[config.mk]
export PLATFORM = sky130hd
export DESIGN_NAME = memory_stage_flat
export DESIGN_NICKNAME = d
export VERILOG_FILES = /design/src/rtl/memory_stage_if.sv /design/src/rtl/memory_stage.sv /design/src/flat_wrapper.sv
export SDC_FILE = /design/constraint.sdc
export NUM_CORES = 1
export LEC_CHECK = 0
export ABC_AREA = 1
export BUFFER_PORTS_ARGS = -buffer_cell sky130_fd_sc_hd__buf_4
export CAP_MARGIN = 40
export CORE_MARGIN = 1
export CORE_UTILIZATION = 48
export CTS_CLUSTER_SIZE = 28
export DETAILED_ROUTE_END_ITERATION = 6
export GPL_TIMING_DRIVEN = 0
export PLACE_DENSITY = 0.77
export RECOVER_POWER = 50
export SLEW_MARGIN = 25
export SYNTH_ARGS = -nofsm -noshare
export SYNTH_HDL_FRONTEND = slang
export SYNTH_SLANG_ARGS = --single-unit
export TNS_END_PERCENT = 50
[constraint.sdc]
create_clock -name clk -period 2.1 [get_ports clk]
set_clock_uncertainty 0.05 [all_clocks]
set_input_delay 0 -clock clk [delete_from_list [all_inputs] [get_ports clk]]
set_output_delay 0 -clock clk [all_outputs]
set_load 0.005 [all_outputs]
[src/rtl/memory_stage_if.sv]
// Data-memory request/response bus between the memory stage and an SRAM-style port.
// Latency: none, wiring bundle only.
// Backpressure: request fields are held until data_addr_ok; completion is signalled by data_data_ok.
interface memory_stage_if;
    logic        data_req;
    logic        data_wr;
    logic [31:0] data_addr;
    logic [3:0]  data_wstrb;
    logic [31:0] data_wdata;
    logic        data_addr_ok;
    logic        data_data_ok;
    logic [31:0] data_rdata;

    modport master (
        output data_req, data_wr, data_addr, data_wstrb, data_wdata,
        input  data_addr_ok, data_data_ok, data_rdata
    );

    modport slave (
        input  data_req, data_wr, data_addr, data_wstrb, data_wdata,
        output data_addr_ok, data_data_ok, data_rdata
    );
endinterface

[src/rtl/memory_stage.sv]
// Memory pipeline stage: data load/store, load alignment/extension, HI/LO registers, wb bundle.
// Latency: 1 cycle for non-memory or misaligned ops; memory ops take REQ + memory latency + DONE.
// Backpressure: mem_allow_in drops outside IDLE; the request is held until data_addr_ok.
module memory_stage #(
    parameter logic [31:0] HILO_INIT = 32'h0
) (
    input  logic        clk,
    input  logic        reset,
    input  logic        exe_valid,
    input  logic        exe_reg_en,
    input  logic [5:0]  exe_reg_waddr,
    input  logic        exe_mem_read,
    input  logic        exe_mem_write,
    input  logic [1:0]  exe_mem_size,
    input  logic        exe_mem_unsigned,
    input  logic [31:0] alu_result_reg,
    input  logic [31:0] exe_store_data,
    input  logic        exe_double_en,
    input  logic [63:0] exe_MD_result,
    output logic        mem_allow_in,
    memory_stage_if.master dmem,
    output logic        mem_valid,
    output logic        mem_reg_en,
    output logic [5:0]  mem_reg_waddr,
    output logic [31:0] mem_result,
    output logic        mem_addr_err,
    output logic [31:0] hi,
    output logic [31:0] lo
);

    typedef enum logic [1:0] {IDLE, REQ, WAIT, DONE} state_t;

    state_t      state;
    state_t      state_nxt;

    logic        accept;
    logic        mem_op;
    logic        misaligned;
    logic        rdata_cap;
    logic [3:0]  wstrb_new;
    logic [31:0] wdata_new;

    // Bundle captured at acceptance
    logic        pass_vld_q;   // non-memory or misaligned result presented next cycle
    logic [31:0] addr_q;
    logic        reg_en_q;
    logic [5:0]  waddr_q;
    logic        ld_q;
    logic [1:0]  size_q;
    logic        uns_q;
    logic        err_q;

    // Held request fields and captured response
    logic        data_wr_q;
    logic [31:0] data_addr_q;
    logic [3:0]  data_wstrb_q;
    logic [31:0] data_wdata_q;
    logic [31:0] rdata_q;

    logic [7:0]  byte_sel;
    logic [15:0] half_sel;
    logic [31:0] load_val;

    assign accept    = exe_valid && mem_allow_in;
    assign mem_op    = exe_mem_read || exe_mem_write;
    // Sizes 2 and 3 are both word accesses, hence the test on size[1]
    assign misaligned = mem_op &&
                        (((exe_mem_size == 2'd1) && alu_result_reg[0]) ||
                         (exe_mem_size[1] && (alu_result_reg[1:0] != 2'b00)));
    // Response can land in REQ together with the address handshake, or later in WAIT
    assign rdata_cap = ((state == REQ) && dmem.data_addr_ok && dmem.data_data_ok) ||
                       ((state == WAIT) && dmem.data_data_ok);

    // State register; reset abandons any in-flight access
    always_ff @(posedge clk) begin
        if (reset) begin
            state <= IDLE;
        end else begin
            state <= state_nxt;
        end
    end

    // Next-state: only aligned memory ops leave IDLE
    always_comb begin
        state_nxt = state;
        case (state)
            IDLE: if (accept && mem_op && !misaligned) state_nxt = REQ;
            REQ:  if (dmem.data_addr_ok) state_nxt = dmem.data_data_ok ? DONE : WAIT;
            WAIT: if (dmem.data_data_ok) state_nxt = DONE;
            DONE: state_nxt = IDLE;
            default: state_nxt = IDLE;
        endcase
    end

    // Byte-lane enables and replicated store data for the incoming bundle
    always_comb begin
        wstrb_new = 4'h0;
        wdata_new = exe_store_data;
        case (exe_mem_size)
            2'd0:    wdata_new = {4{exe_store_data[7:0]}};
            2'd1:    wdata_new = {2{exe_store_data[15:0]}};
            default: wdata_new = exe_store_data;
        endcase
        if (exe_mem_write) begin
            case (exe_mem_size)
                2'd0:    wstrb_new = 4'b0001 << alu_result_reg[1:0];
                2'd1:    wstrb_new = alu_result_reg[1] ? 4'b1100 : 4'b0011;
                default: wstrb_new = 4'hF;
            endcase
        end
    end

    // Bundle/request capture; request fields only change on acceptance, so they stay stable in REQ
    always_ff @(posedge clk) begin
        if (reset) begin
            pass_vld_q   <= 1'b0;
            addr_q       <= 32'h0;
            reg_en_q     <= 1'b0;
            waddr_q      <= 6'h0;
            ld_q         <= 1'b0;
            size_q       <= 2'd0;
            uns_q        <= 1'b0;
            err_q        <= 1'b0;
            data_wr_q    <= 1'b0;
            data_addr_q  <= 32'h0;
            data_wstrb_q <= 4'h0;
            data_wdata_q <= 32'h0;
            rdata_q      <= 32'h0;
        end else begin
            pass_vld_q <= accept && (!mem_op || misaligned);
            if (accept) begin
                addr_q   <= alu_result_reg;
                reg_en_q <= exe_reg_en;
                waddr_q  <= exe_reg_waddr;
                ld_q     <= exe_mem_read && !exe_mem_write;
                size_q   <= exe_mem_size;
                uns_q    <= exe_mem_unsigned;
                err_q    <= misaligned;
                if (mem_op && !misaligned) begin
                    data_wr_q    <= exe_mem_write;
                    data_addr_q  <= {alu_result_reg[31:2], 2'b00};
                    data_wstrb_q <= wstrb_new;
                    data_wdata_q <= wdata_new;
                end
            end
            if (rdata_cap) begin
                rdata_q <= dmem.data_rdata;
            end
        end
    end

    // HI/LO follow completed mult/div results regardless of the load/store FSM
    always_ff @(posedge clk) begin
        if (reset) begin
            hi <= HILO_INIT;
            lo <= HILO_INIT;
        end else if (exe_double_en) begin
            hi <= exe_MD_result[63:32];
            lo <= exe_MD_result[31:0];
        end
    end

    // Load lane select and sign/zero extension
    always_comb begin
        case (addr_q[1:0])
            2'd0:    byte_sel = rdata_q[7:0];
            2'd1:    byte_sel = rdata_q[15:8];
            2'd2:    byte_sel = rdata_q[23:16];
            default: byte_sel = rdata_q[31:24];
        endcase
        half_sel = addr_q[1] ? rdata_q[31:16] : rdata_q[15:0];
        case (size_q)
            2'd0:    load_val = {{24{byte_sel[7] & ~uns_q}}, byte_sel};
            2'd1:    load_val = {{16{half_sel[15] & ~uns_q}}, half_sel};
            default: load_val = rdata_q;
        endcase
    end

    // Outputs decoded from state and captured bundle
    always_comb begin
        mem_allow_in     = (state == IDLE);
        dmem.data_req    = (state == REQ);
        dmem.data_wr     = data_wr_q;
        dmem.data_addr   = data_addr_q;
        dmem.data_wstrb  = data_wstrb_q;
        dmem.data_wdata  = data_wdata_q;
        mem_valid        = (state == DONE) || pass_vld_q;
        mem_addr_err     = pass_vld_q && err_q;
        mem_reg_waddr    = waddr_q;
        mem_reg_en       = 1'b0;
        mem_result       = addr_q;
        if (state == DONE) begin
            mem_reg_en = ld_q && reg_en_q;
            if (ld_q) mem_result = load_val;
        end else if (pass_vld_q) begin
            mem_reg_en = reg_en_q && !err_q;
        end
    end

endmodule
[src/flat_wrapper.sv]
// flat-port wrapper written by rule: the top's interface ports become plain ports
module memory_stage_flat 
#(
    parameter logic [31:0] HILO_INIT = 32'h0
)
  (clk, reset, exe_valid, exe_reg_en, exe_reg_waddr, exe_mem_read, exe_mem_write, exe_mem_size, exe_mem_unsigned, alu_result_reg, exe_store_data, exe_double_en, exe_MD_result, mem_allow_in, mem_valid, mem_reg_en, mem_reg_waddr, mem_result, mem_addr_err, hi, lo, dmem_data_req, dmem_data_wr, dmem_data_addr, dmem_data_wstrb, dmem_data_wdata, dmem_data_addr_ok, dmem_data_data_ok, dmem_data_rdata);
  memory_stage_if dmem_i ();
  input  logic clk;
  input  logic reset;
  input  logic exe_valid;
  input  logic exe_reg_en;
  input  logic [5:0] exe_reg_waddr;
  input  logic exe_mem_read;
  input  logic exe_mem_write;
  input  logic [1:0] exe_mem_size;
  input  logic exe_mem_unsigned;
  input  logic [31:0] alu_result_reg;
  input  logic [31:0] exe_store_data;
  input  logic exe_double_en;
  input  logic [63:0] exe_MD_result;
  output logic mem_allow_in;
  output logic mem_valid;
  output logic mem_reg_en;
  output logic [5:0] mem_reg_waddr;
  output logic [31:0] mem_result;
  output logic mem_addr_err;
  output logic [31:0] hi;
  output logic [31:0] lo;
  output wire logic [$bits(dmem_i.data_req)-1:0] dmem_data_req;
  output wire logic [$bits(dmem_i.data_wr)-1:0] dmem_data_wr;
  output wire logic [$bits(dmem_i.data_addr)-1:0] dmem_data_addr;
  output wire logic [$bits(dmem_i.data_wstrb)-1:0] dmem_data_wstrb;
  output wire logic [$bits(dmem_i.data_wdata)-1:0] dmem_data_wdata;
  input wire logic [$bits(dmem_i.data_addr_ok)-1:0] dmem_data_addr_ok;
  input wire logic [$bits(dmem_i.data_data_ok)-1:0] dmem_data_data_ok;
  input wire logic [$bits(dmem_i.data_rdata)-1:0] dmem_data_rdata;
  assign dmem_data_req = dmem_i.data_req;
  assign dmem_data_wr = dmem_i.data_wr;
  assign dmem_data_addr = dmem_i.data_addr;
  assign dmem_data_wstrb = dmem_i.data_wstrb;
  assign dmem_data_wdata = dmem_i.data_wdata;
  assign dmem_i.data_addr_ok = dmem_data_addr_ok;
  assign dmem_i.data_data_ok = dmem_data_data_ok;
  assign dmem_i.data_rdata = dmem_data_rdata;
  memory_stage #(.HILO_INIT(HILO_INIT)) u_core (.clk(clk), .reset(reset), .exe_valid(exe_valid), .exe_reg_en(exe_reg_en), .exe_reg_waddr(exe_reg_waddr), .exe_mem_read(exe_mem_read), .exe_mem_write(exe_mem_write), .exe_mem_size(exe_mem_size), .exe_mem_unsigned(exe_mem_unsigned), .alu_result_reg(alu_result_reg), .exe_store_data(exe_store_data), .exe_double_en(exe_double_en), .exe_MD_result(exe_MD_result), .mem_allow_in(mem_allow_in), .dmem(dmem_i), .mem_valid(mem_valid), .mem_reg_en(mem_reg_en), .mem_reg_waddr(mem_reg_waddr), .mem_result(mem_result), .mem_addr_err(mem_addr_err), .hi(hi), .lo(lo));
endmodule
==> results of run 1 <==
-- state kept, by name, indices dropped and copies added, names as in the netlist --
signal / flops
u_core.pass_vld_q: 1
u_core.hi: 32
u_core.mem_reg_waddr: 6
u_core.dmem.data_addr: 30
u_core.dmem.data_wr: 1
u_core.state: 2
u_core.rdata_q: 32
u_core.dmem.data_wdata: 32
u_core.dmem.data_wstrb: 4
u_core.size_q: 2
u_core.uns_q: 1
u_core.addr_q: 32
u_core.lo: 32
u_core.ld_q: 1
u_core.err_q: 1
u_core.reg_en_q: 1
-- per-stage QoR --
stage | power [W] | setup WS [ps] | std cells | instance area [sq um] | setup TNS (ps)
3_3_place_gp | 0.008490 | 165.5 | 1782 | 11530 | 0
6_report | 0.01292 | 66.12 | 2026 | 14130 | 0
2_1_floorplan | 0.006862 | 498.3 | 1208 | 8631 | 0
4_1_cts | 0.01274 | 5.724 | 2026 | 14330 | 0
3_5_place_dp | 0.008567 | 107.0 | 1782 | 11530 | 0
5_1_grt | 0.01346 | -27.09 | 2026 | 14130 | -173.9
-- what timing repair did --
item / CTS / global route
setup endpoints to repair: 33 / 64
resized for setup: 16 / 22
hold buffers: 204 / 0
endpoints found under the hold margin: 208 / 0
-- layout by cell type, fill, tap and decap left out, drive strengths merged --
master / count
diode: 1
a21boi: 1
buf: 239
clkinv: 9
nor2: 380
o21ai: 211
or2: 1
clkbuf: 225
nand2: 146
inv: 34
o221ai: 4
nand3b: 1
ha: 5
o22ai: 1
bufinv: 1
dlygate4sd3: 204
a31oi: 1
dfxtp: 210
conb: 2
a22oi: 7
nor3: 1
nand3: 16
a21oi: 101
-- kinds of logic (layout without fill, tap and decap cells) --
| family | Yosys count | after routing | synth area share |
|---|---|---|---|
| and+or+nand+nor | 545 | 545 | 0.2435 |
| AOI/OAI and AO/OA | 326 | 326 | 0.1996 |
| DFF | 210 | 210 | 0.4873 |
| buffers and inverters | 120 | 712 | 0.06193 |
| adders and majority gates | 5 | 5 | 0.007252 |
| other | 1 | 3 | 0.0004347 |
-- worst max path at each step --
stage / startpoint / to / slack, ps / depth (start not counted)
floorplan: u_core.state[0]$_SDFFE_PP0P_ / u_core.addr_q[27]$_SDFFE_PP0P_ / 500 / 8
global placement: u_core.state[1]$_SDFFE_PP0P_ / u_core.rdata_q[31]$_SDFFE_PP0P_ / 170 / 8
detailed placement: u_core.state[0]$_SDFFE_PP0P_ / u_core.addr_q[28]$_SDFFE_PP0P_ / 110 / 8
CTS: u_core.state[1]$_SDFFE_PP0P_ / mem_result[6] / 6 / 7
global route: u_core.state[0]$_SDFFE_PP0P_ / u_core.mem_reg_waddr[0]$_SDFFE_PP0P_ / -30 / 8
finish: reset / u_core.hi[12]$_SDFFE_PP0P_ / 70 / 8
-- metal layers --
layer,part of all wire,track usage
met1,0.35,0.4442
met2,0.48,0.7138
met3,0.089,0.09769
met4,0.075,0.2728
met5,0,0
-- power by group --
| group | internal (W) | leakage (nW) | switching (W) | total (W) |
|---|---|---|---|---|
| logic | 0.00170 | 4.33 | 0.00222 | 0.00392 |
| registers | 0.00464 | 1.73 | 0.000441 | 0.00508 |
| clock network | 0.00224 | 0.357 | 0.00168 | 0.00392 |
-- cell type report --
cell class,instances,area [sq um],area share
diodes,1,2.502,0.0001771
plain buffers,83,414.1,0.02931
clock buffers,32,638.1,0.04516
clock inverters,8,76.32,0.005401
inverters,36,140.1,0.009917
multi-input cells,878,3968,0.2808
flip-flops and latches,210,4208,0.2978
well taps,225,281.5,0.01992
repair buffers,553,4403,0.3116
-- worst max-delay path: cells and delay by family --
| family | cells | cell delay [ps] |
|---|---|---|
| AOI/OAI and AO/OA | 1 | 280 |
| buffers and inverters | 6 | 1990 |
| and+or+nand+nor | 1 | 170 |
==> out/qor.txt, run 1 <==
Status - completed
Top-count cell post-synth - nor2_1
Residual overflow from global routing - 0
Fraction of registers with async set/reset - 0
Final Setup Violations - 0
Number of global-route vias before repair - 11212
DPL Wire Length - 24150 um
RD Place Congestion - 0.9335
Largest net degree at the start of global routing - 14
Fin nets - 1967
All-Layer GR Usage - 0.4113
Synth Register Bits - 210
Area delta synth->final - 63.80%
Worst EP arrival - 2440 ps
Crit-path cells - dlygate4sd3_1 -> clkbuf_1 -> inv_1 -> buf_2 -> clkbuf_1 -> o21ai_0 -> nor2_1 -> dlygate4sd3_1
CTS root buf - clkbuf_16
Final Util - 0.8114
Worst VDD drop - 0.0007350 V
Max frequency - 491.7 MHz
Post-synth EDFFs - 0
Layout cells sized above 1 - 0.2161
Pre-antenna DRT Iters - 7
I/O pins - 354
WHS - 109.4 ps
CTS tree - built
Final Critical Period - 2034 ps
Netlist cell types - 32
Site row count - 48
Synth top area share - 0.4873
Post-Synthesis Cells - 1207
FF-to-FF Start - u_core.state[1]$_SDFFE_PP0P_
Power density cells - 914.3 nW/um^2
Cells on worst reg2reg path - 8
CP startpoint kind - primary input
H-tree depth - 1
Setup crit end kind - register
Slowest cell on crit path - dlygate4sd3_1
Synth warn - 0
Final period util - 0.9685
Synth top area cells - dfxtp_1, nor2_1, o21ai_0
Worst Hold Path Cells - 4
Clk sinks - 210
Top_reg_cell synth - dfxtp_1
DRC viols - 0
Worst skew pair latency - 490 ps
Worst-Margin Slew - 782.3 ps
Avg Cell Area, Syn - 7.147 sq um
Die area - 18510 sq um
Routed Antenna Nets - 0
HP Start - exe_double_en
Initial antenna violation count - 1
FF-to-FF setup slack - 120 ps
Seq/Total Area, Yosys - 0.4873
Pins Over Slew Limit - 0
Setup CP Type - in -> reg
Core Footprint - 17420 sq um
CP max FO - 10
CP required - 2510 ps
Static Leak - 6.416 nW
First-pass GRT wire length - 58850 um
Yosys top cell by area - dfxtp_1
Reg clk slew, reported paths - 60 ps
Die width - 136.1 um
Max-slew headroom - 0.4785
Worst R2R End - u_core.rdata_q[31]$_SDFFE_PP0P_
DR WL/cell - 19.30 um
Worst hold path class - in -> reg
Unrepaired setup endpoints after global routing - yes
Maximum clock path buffer count - 3
Buffers added on ports - 349
Inserted Clock Buffers - 22
Post-CTS setup buffer count - 0
Mapped Area - 8627 sq um
Routed via count - 11188
Fin. Hold Viols - 0
Sink of the worst hold path - u_core.lo[29]$_SDFFE_PP0P_
Vias per inst - 5.522
Post-synth top cells - nor2_1, dfxtp_1, o21ai_0, nand2_1, a21oi_1
Die Span Y - 136.1 um
DRT iter0 DRCs - 793
Crit path largest cell delay - 570 ps
Initial core utilization - 0.4953
Max-Cap Viols - 0
Fill cell count - 1156
Post-Route WL - 39100 um
No activity file was read; power rests on OpenSTA's default activity.
==> run 2: changes to the inputs <==
--- a/config.mk
+++ b/config.mk
@@ -13,7 +13,7 @@
 export CTS_CLUSTER_SIZE = 28
 export DETAILED_ROUTE_END_ITERATION = 6
 export GPL_TIMING_DRIVEN = 0
-export PLACE_DENSITY = 0.77
+export PLACE_DENSITY = 0.82
 export RECOVER_POWER = 50
 export SLEW_MARGIN = 25
 export SYNTH_ARGS = -nofsm -noshare
==> run 2 against run 1 <==
Compared with the run above:
- clock power rose by 7.7%
- worst setup slack got worse by 24 ps
- wire length up 4.7%
- final cell count is essentially flat
- sequential power hardly changed
- power increased by 2.6%
- die area unchanged
- largest power group unchanged
- highest routed layer unchanged
==> out/qor.txt, run 2 (same netlist as run 1, synthesis figures left out) <==
Pwr Total - 0.01326 W
Unrepaired setup endpoints after global routing - yes
Worst EP arrival - 2010 ps
Vias per inst - 5.634
CP startpoint kind - register
Setup crit end kind - output pin
Cells on worst reg2reg path - 9
Routed via count - 11408
HP Start - exe_double_en
Sink of the worst hold path - u_core.lo[28]$_SDFFE_PP0P_
Post-Route WL - 40930 um
Clock network power share - 0.318
First-pass GRT wire length - 61290 um
DRT iter0 DRCs - 1015
Status - completed
Fill cell count - 1091
I/O pins - 354
Finished Layout Cells - 2025
Site row count - 48
Pins Over Slew Limit - 0
Final Critical Period - 2058 ps
DPL Wire Length - 23870 um
Final Setup Violations - 0
CTS root buf - clkbuf_16
CTS tree - built
Critical Path Start - u_core.size_q[1]$_SDFFE_PP0P_
Maximum clock path buffer count - 3
Routed Antenna Nets - 0
Number of global-route vias before repair - 11656
DRC viols - 0
Fin nets - 1965
Die area - 18510 sq um
RD Place Congestion - 0.9344
Die Span Y - 136.1 um
All-Layer GR Usage - 0.4334
Crit path largest cell delay - 360 ps
Core Footprint - 17420 sq um
H-tree depth - 1
Max-Cap Viols - 0
Clk sinks - 210
Worst R2R End - u_core.state[0]$_SDFFE_PP0P_
Area delta synth->final - 64.35%
Initial core utilization - 0.4953
Final period util - 0.9798
Power share of the combinational group - 0.298
Setup CP Type - reg -> out
Sequential share of power - 0.384
Largest net degree at the start of global routing - 14
Worst hold path class - in -> reg
Sw Pwr - 0.004408 W
Fin. Hold Viols - 0
Setup TNS Final - 0 ps
Switching fraction of total power - 0.3324
CP required - 2050 ps
Pre-antenna DRT Iters - 6
Worst skew pair latency - 510 ps
Slowest cell on crit path - dfxtp_1
DP Cell Count - 1782
CP max FO - 10
Most frequent cells in the layout - nor2_1, buf_4, o21ai_0, dfxtp_1, dlygate4sd3_1
Static Leak - 6.464 nW
DR WL/cell - 20.21 um
Power density cells - 935.3 nW/um^2
Max-slew headroom - 0.4740
Cell Int Power - 0.008853 W
Die width - 136.1 um
FF-to-FF Start - u_core.state[1]$_SDFFE_PP0P_
Worst Hold Path Cells - 4
Initial antenna violation count - 2
CP dominant cell by count - nand2_1
Reg clk slew, reported paths - 60 ps
Worst-Margin Slew - 789.0 ps
Max frequency - 486.0 MHz
Most common cell after layout, fill and taps aside - nor2_1
Worst VDD drop - 0.0008515 V
Crit-path cells - buf_6 -> nor3_1 -> nand2_1 -> nand2_1 -> nand2_2 -> a22oi_1 -> buf_4
Residual overflow from global routing - 0
Buffers added on ports - 349
Inserted Clock Buffers - 23
FF-to-FF setup slack - 110 ps
Layout cells sized above 1 - 0.2237
==> run 2: power groups by stage <==
stage	combinational [W]	clock (W)	sequential, W
after floorplan	0.00183	0	0.00503
after global placement	0.00338	0	0.00511
after detailed placement	0.00345	0	0.00511
after CTS	0.00381	0.00416	0.00504
after global routing	0.00430	0.00436	0.00514
final	0.00395	0.00422	0.00509
==> run 2: routing by layer <==
| metal | global-route usage | wire (um) |
|---|---|---|
| met5 | 0 | 0 |
| met4 | 0.3617 | 3651 |
| met3 | 0.1268 | 4246 |
| met2 | 0.7318 | 19520 |
| met1 | 0.4418 | 13520 |
==> run 2: cell type report <==
| cell class | count | area (sq um) | share of cell area |
|---|---|---|---|
| Antenna cell | 3 | 7.507 | 0.0005295 |
| Buffer | 84 | 421.7 | 0.02974 |
| Clock buffer | 33 | 683.2 | 0.04818 |
| Clock inverter | 7 | 93.84 | 0.006618 |
| Inverter | 36 | 140.1 | 0.009883 |
| Multi-Input combinational cell | 878 | 3941 | 0.2780 |
| Sequential cell | 210 | 4208 | 0.2968 |
| Tap cell | 225 | 281.5 | 0.01986 |
| Timing Repair Buffer | 549 | 4402 | 0.3104 |
==> run 2: stage by stage <==
stage / util / setup WS (ps) / instance area, sq um / hold WS (ps)
2_1_floorplan: - / 498.3 / 8631 / 84.90
3_3_place_gp: 0.6621 / 165.4 / 11530 / 170.5
3_5_place_dp: 0.6621 / 154.9 / 11530 / 176.3
4_1_cts: 0.8234 / 0.4718 / 14340 / 78.25
5_1_grt: 0.8139 / -41.83 / 14180 / 173.1
6_report: 0.8141 / 42.44 / 14180 / 131.2
==> run 2: worst max-delay path by stage <==
stage / to / cells after the start / slack, ps
2_1_floorplan: u_core.addr_q[27]$_SDFFE_PP0P_ / 8 / 500
3_3_place_gp: u_core.rdata_q[31]$_SDFFE_PP0P_ / 8 / 170
3_5_place_dp: u_core.addr_q[17]$_SDFFE_PP0P_ / 8 / 150
4_1_cts: mem_result[6] / 7 / 0.5
5_1_grt: mem_result[22] / 9 / -40
6_report: mem_result[12] / 7 / 40
==> run 2: critical path: cells and delay by family, from the launching register on <==
| family | cells | cell delay (ps) |
|---|---|---|
| AO/OA/AOI/OAI | 1 | 250 |
| AND/OR/NAND/NOR | 4 | 560 |
| buffers and inverters | 2 | 330 |
| flip-flops | 1 | 360 |
==> run 2: repair_timing <==
action	4_1_cts	5_1_grt
buffers inserted	0	1
gates resized for setup	15	18
endpoints found under the hold margin	208	0
gates cloned	0	0
hold buffers	199	0
setup endpoints to repair	32	33
pin swaps	0	1
==> run 3: changes to the inputs <==
--- a/config.mk
+++ b/config.mk
@@ -8,8 +8,10 @@
 export ABC_AREA = 1
 export BUFFER_PORTS_ARGS = -buffer_cell sky130_fd_sc_hd__buf_4
 export CAP_MARGIN = 40
+export CELL_PAD_IN_SITES_DETAIL_PLACEMENT = 0
+export CELL_PAD_IN_SITES_GLOBAL_PLACEMENT = 1
 export CORE_MARGIN = 1
-export CORE_UTILIZATION = 48
+export CORE_UTILIZATION = 33
 export CTS_CLUSTER_SIZE = 28
 export DETAILED_ROUTE_END_ITERATION = 6
 export GPL_TIMING_DRIVEN = 0
==> run 3 against run 2 <==
Compared with the run above:
- maximum frequency rose by 0.87%
- combinational power fell by 4%
- largest cell class unchanged
- global-route usage fell by 18 points
- hold slack got worse by 28 ps
- flip-flop and latch count did not move
- register-to-register slack improved by 80 ps
- sequential power barely moved
- via count fell by 10%
- wire length fell by 13%
- first-iteration DRC count fell by 38%
- cell area rose by 2.0%
- power fell by 1.1%
==> out/qor.txt, run 3 (same netlist as run 1, synthesis figures left out) <==
CP required - 2050 ps
Final period util - 0.9713
Ant. Diodes - 0
RD Place Congestion - 0.8679
Fin. Hold Viols - 0
Status - completed
H-tree depth - 1
Fill cell count - 2439
Setup TNS Final - 0 ps
CP max FO - 10
Max-slew headroom - 0.4323
Post-CTS setup buffer count - 0
Unrepaired setup endpoints after global routing - no
Max frequency - 490.2 MHz
Site row count - 58
Initial antenna violation count - 0
Register area - 4208 sq um
Number of global-route vias before repair - 10164
Worst R2R End - u_core.dmem.data_addr[2]$_SDFFE_PP0P_
DP Cell Count - 1887
Largest net degree at the start of global routing - 12
Clock network power share - 0.324
DR WL/cell - 16.62 um
Routed Antenna Nets - 0
Final WS setup - 60.22 ps
Setup crit end kind - output pin
Final Setup Violations - 0
Finished Layout Cells - 2132
All-Layer GR Usage - 0.2581
Switching fraction of total power - 0.3194
Post-Route WL - 35440 um
DP Worst Slack - 91.01 ps
Worst hold path class - in -> reg
DRT iter0 DRCs - 631
Worst VDD drop - 0.0005923 V
WHS - 102.9 ps
FF-to-FF Start - u_core.state[0]$_SDFFE_PP0P_
Worst Hold Path Cells - 7
Pins Over Slew Limit - 0
Power share of the combinational group - 0.290
First-pass GRT wire length - 53750 um
Fin nets - 1972
Static Leak - 6.550 nW
Die width - 163.7 um
Worst-Margin Slew - 851.6 ps
Residual overflow from global routing - 0
Final Util - 0.5692
Initial core utilization - 0.3397
CTS tree - built
Sequential share of power - 0.386
Area of the multi-input gates - 3974 sq um
Setup CP Type - reg -> out
Clk sinks - 210
Die Span Y - 163.7 um
Layout cells sized above 1 - 0.2347
DPL Wire Length - 25520 um
Cell Int Power - 0.008928 W
HP Start - exe_mem_size[1]
CP startpoint kind - register
Final Critical Period - 2040 ps
Sink of the worst hold path - u_core.dmem.data_addr[31]$_SDFFE_PP0P_
FF-to-FF setup slack - 190 ps
Die area - 26790 sq um
Maximum clock path buffer count - 3
Worst skew pair latency - 520 ps
Power density cells - 907.3 nW/um^2
I/O pins - 354
Most common cell after layout, fill and taps aside - nor2_1
Max-Cap Viols - 0
CTS root buf - clkbuf_16
Reg clk slew, reported paths - 60 ps
Worst EP arrival - 1990 ps
Routed via count - 10215
DRC viols - 0
Buffers added on ports - 349
Most frequent cells in the layout - nor2_1, buf_4, o21ai_0, dfxtp_1, dlygate4sd3_1
Pre-antenna DRT Iters - 5
Area delta synth->final - 67.59%
Vias per inst - 4.791
Cells on worst reg2reg path - 8
Core Footprint - 25400 sq um
Sw Pwr - 0.004189 W
Inserted Clock Buffers - 25
## run 3: changes by cell type in the layout (fill, tap and decap cells not counted), moves of 4 or more
| cell | previous run | this run |
|---|---|---|
| clkbuf_2 | 3 | 7 |
| dlygate4sd3_1 | 199 | 205 |
| clkbuf_1 | 111 | 95 |
| clkbuf_4 | 82 | 96 |
| a21oi_1 | 90 | 86 |
| a21oi_2 | 9 | 13 |
## run 3: metal layers
metal	track usage	share of wire
met5	0	0
met4	0.08291	0.031
met3	0.05155	0.070
met2	0.4769	0.50
met1	0.2942	0.40
## run 3: worst max-delay path by stage
| stage | end | slack, ps | start | cells after the start |
|---|---|---|---|---|
| 2_1_floorplan | u_core.addr_q[27]$_SDFFE_PP0P_ | 500 | u_core.state[0]$_SDFFE_PP0P_ | 8 |
| 3_3_place_gp | u_core.dmem.data_addr[2]$_SDFFE_PP0P_ | 110 | u_core.state[0]$_SDFFE_PP0P_ | 8 |
| 3_5_place_dp | u_core.addr_q[28]$_SDFFE_PP0P_ | 90 | u_core.state[0]$_SDFFE_PP0P_ | 8 |
| 4_1_cts | mem_result[21] | 30 | u_core.size_q[0]$_SDFFE_PP0P_ | 8 |
| 5_1_grt | mem_result[1] | 0.4 | u_core.size_q[1]$_SDFFE_PP0P_ | 8 |
| 6_report | mem_result[6] | 60 | u_core.state[0]$_SDFFE_PP0P_ | 7 |
## run 3: cell type report
type                    count  area share
repair buffers            554      0.3117
flip-flops and latches    210      0.2910
multi-input cells         878      0.2749
clock buffers              36     0.05167
plain buffers              84     0.02942
well taps                 330     0.02856
inverters                  36    0.009606
clock inverters             4    0.003116
## run 3: power groups by stage
stage                     registers [W]  logic, W  clock network, W
after floorplan                 0.00503   0.00183                 0
after global placement          0.00512   0.00348                 0
after detailed placement        0.00512   0.00351                 0
after CTS                       0.00506   0.00387           0.00432
after global routing            0.00512   0.00425           0.00445
final                           0.00506   0.00380           0.00425
## run 3: worst max-delay path, cell delays in order (launching register included)
cell	delay, ps
dfxtp_2	350
ha_2	210
nand2_2	110
buf_4	180
buf_6	170
a21oi_1	60
a31oi_1	240
buf_4	160
## run 3: per-stage QoR
| step | total power [W] | area [sq um] |
|---|---|---|
| floorplan | 0.006862 | 8631 |
| global placement | 0.008594 | 11660 |
| detailed placement | 0.008632 | 11660 |
| CTS | 0.01325 | 14590 |
| global route | 0.01382 | 14460 |
| finish | 0.01312 | 14460 |
## run 3: timing repair
| action | 4_1_cts | 5_1_grt |
|---|---|---|
| hold buffers | 205 | 0 |
| setup endpoints to repair | 33 | 35 |
| resized for setup | 25 | 18 |
| endpoints found under the hold margin | 208 | 0 |
| pin swaps | 1 | 0 |
| gates cloned | 0 | 0 |
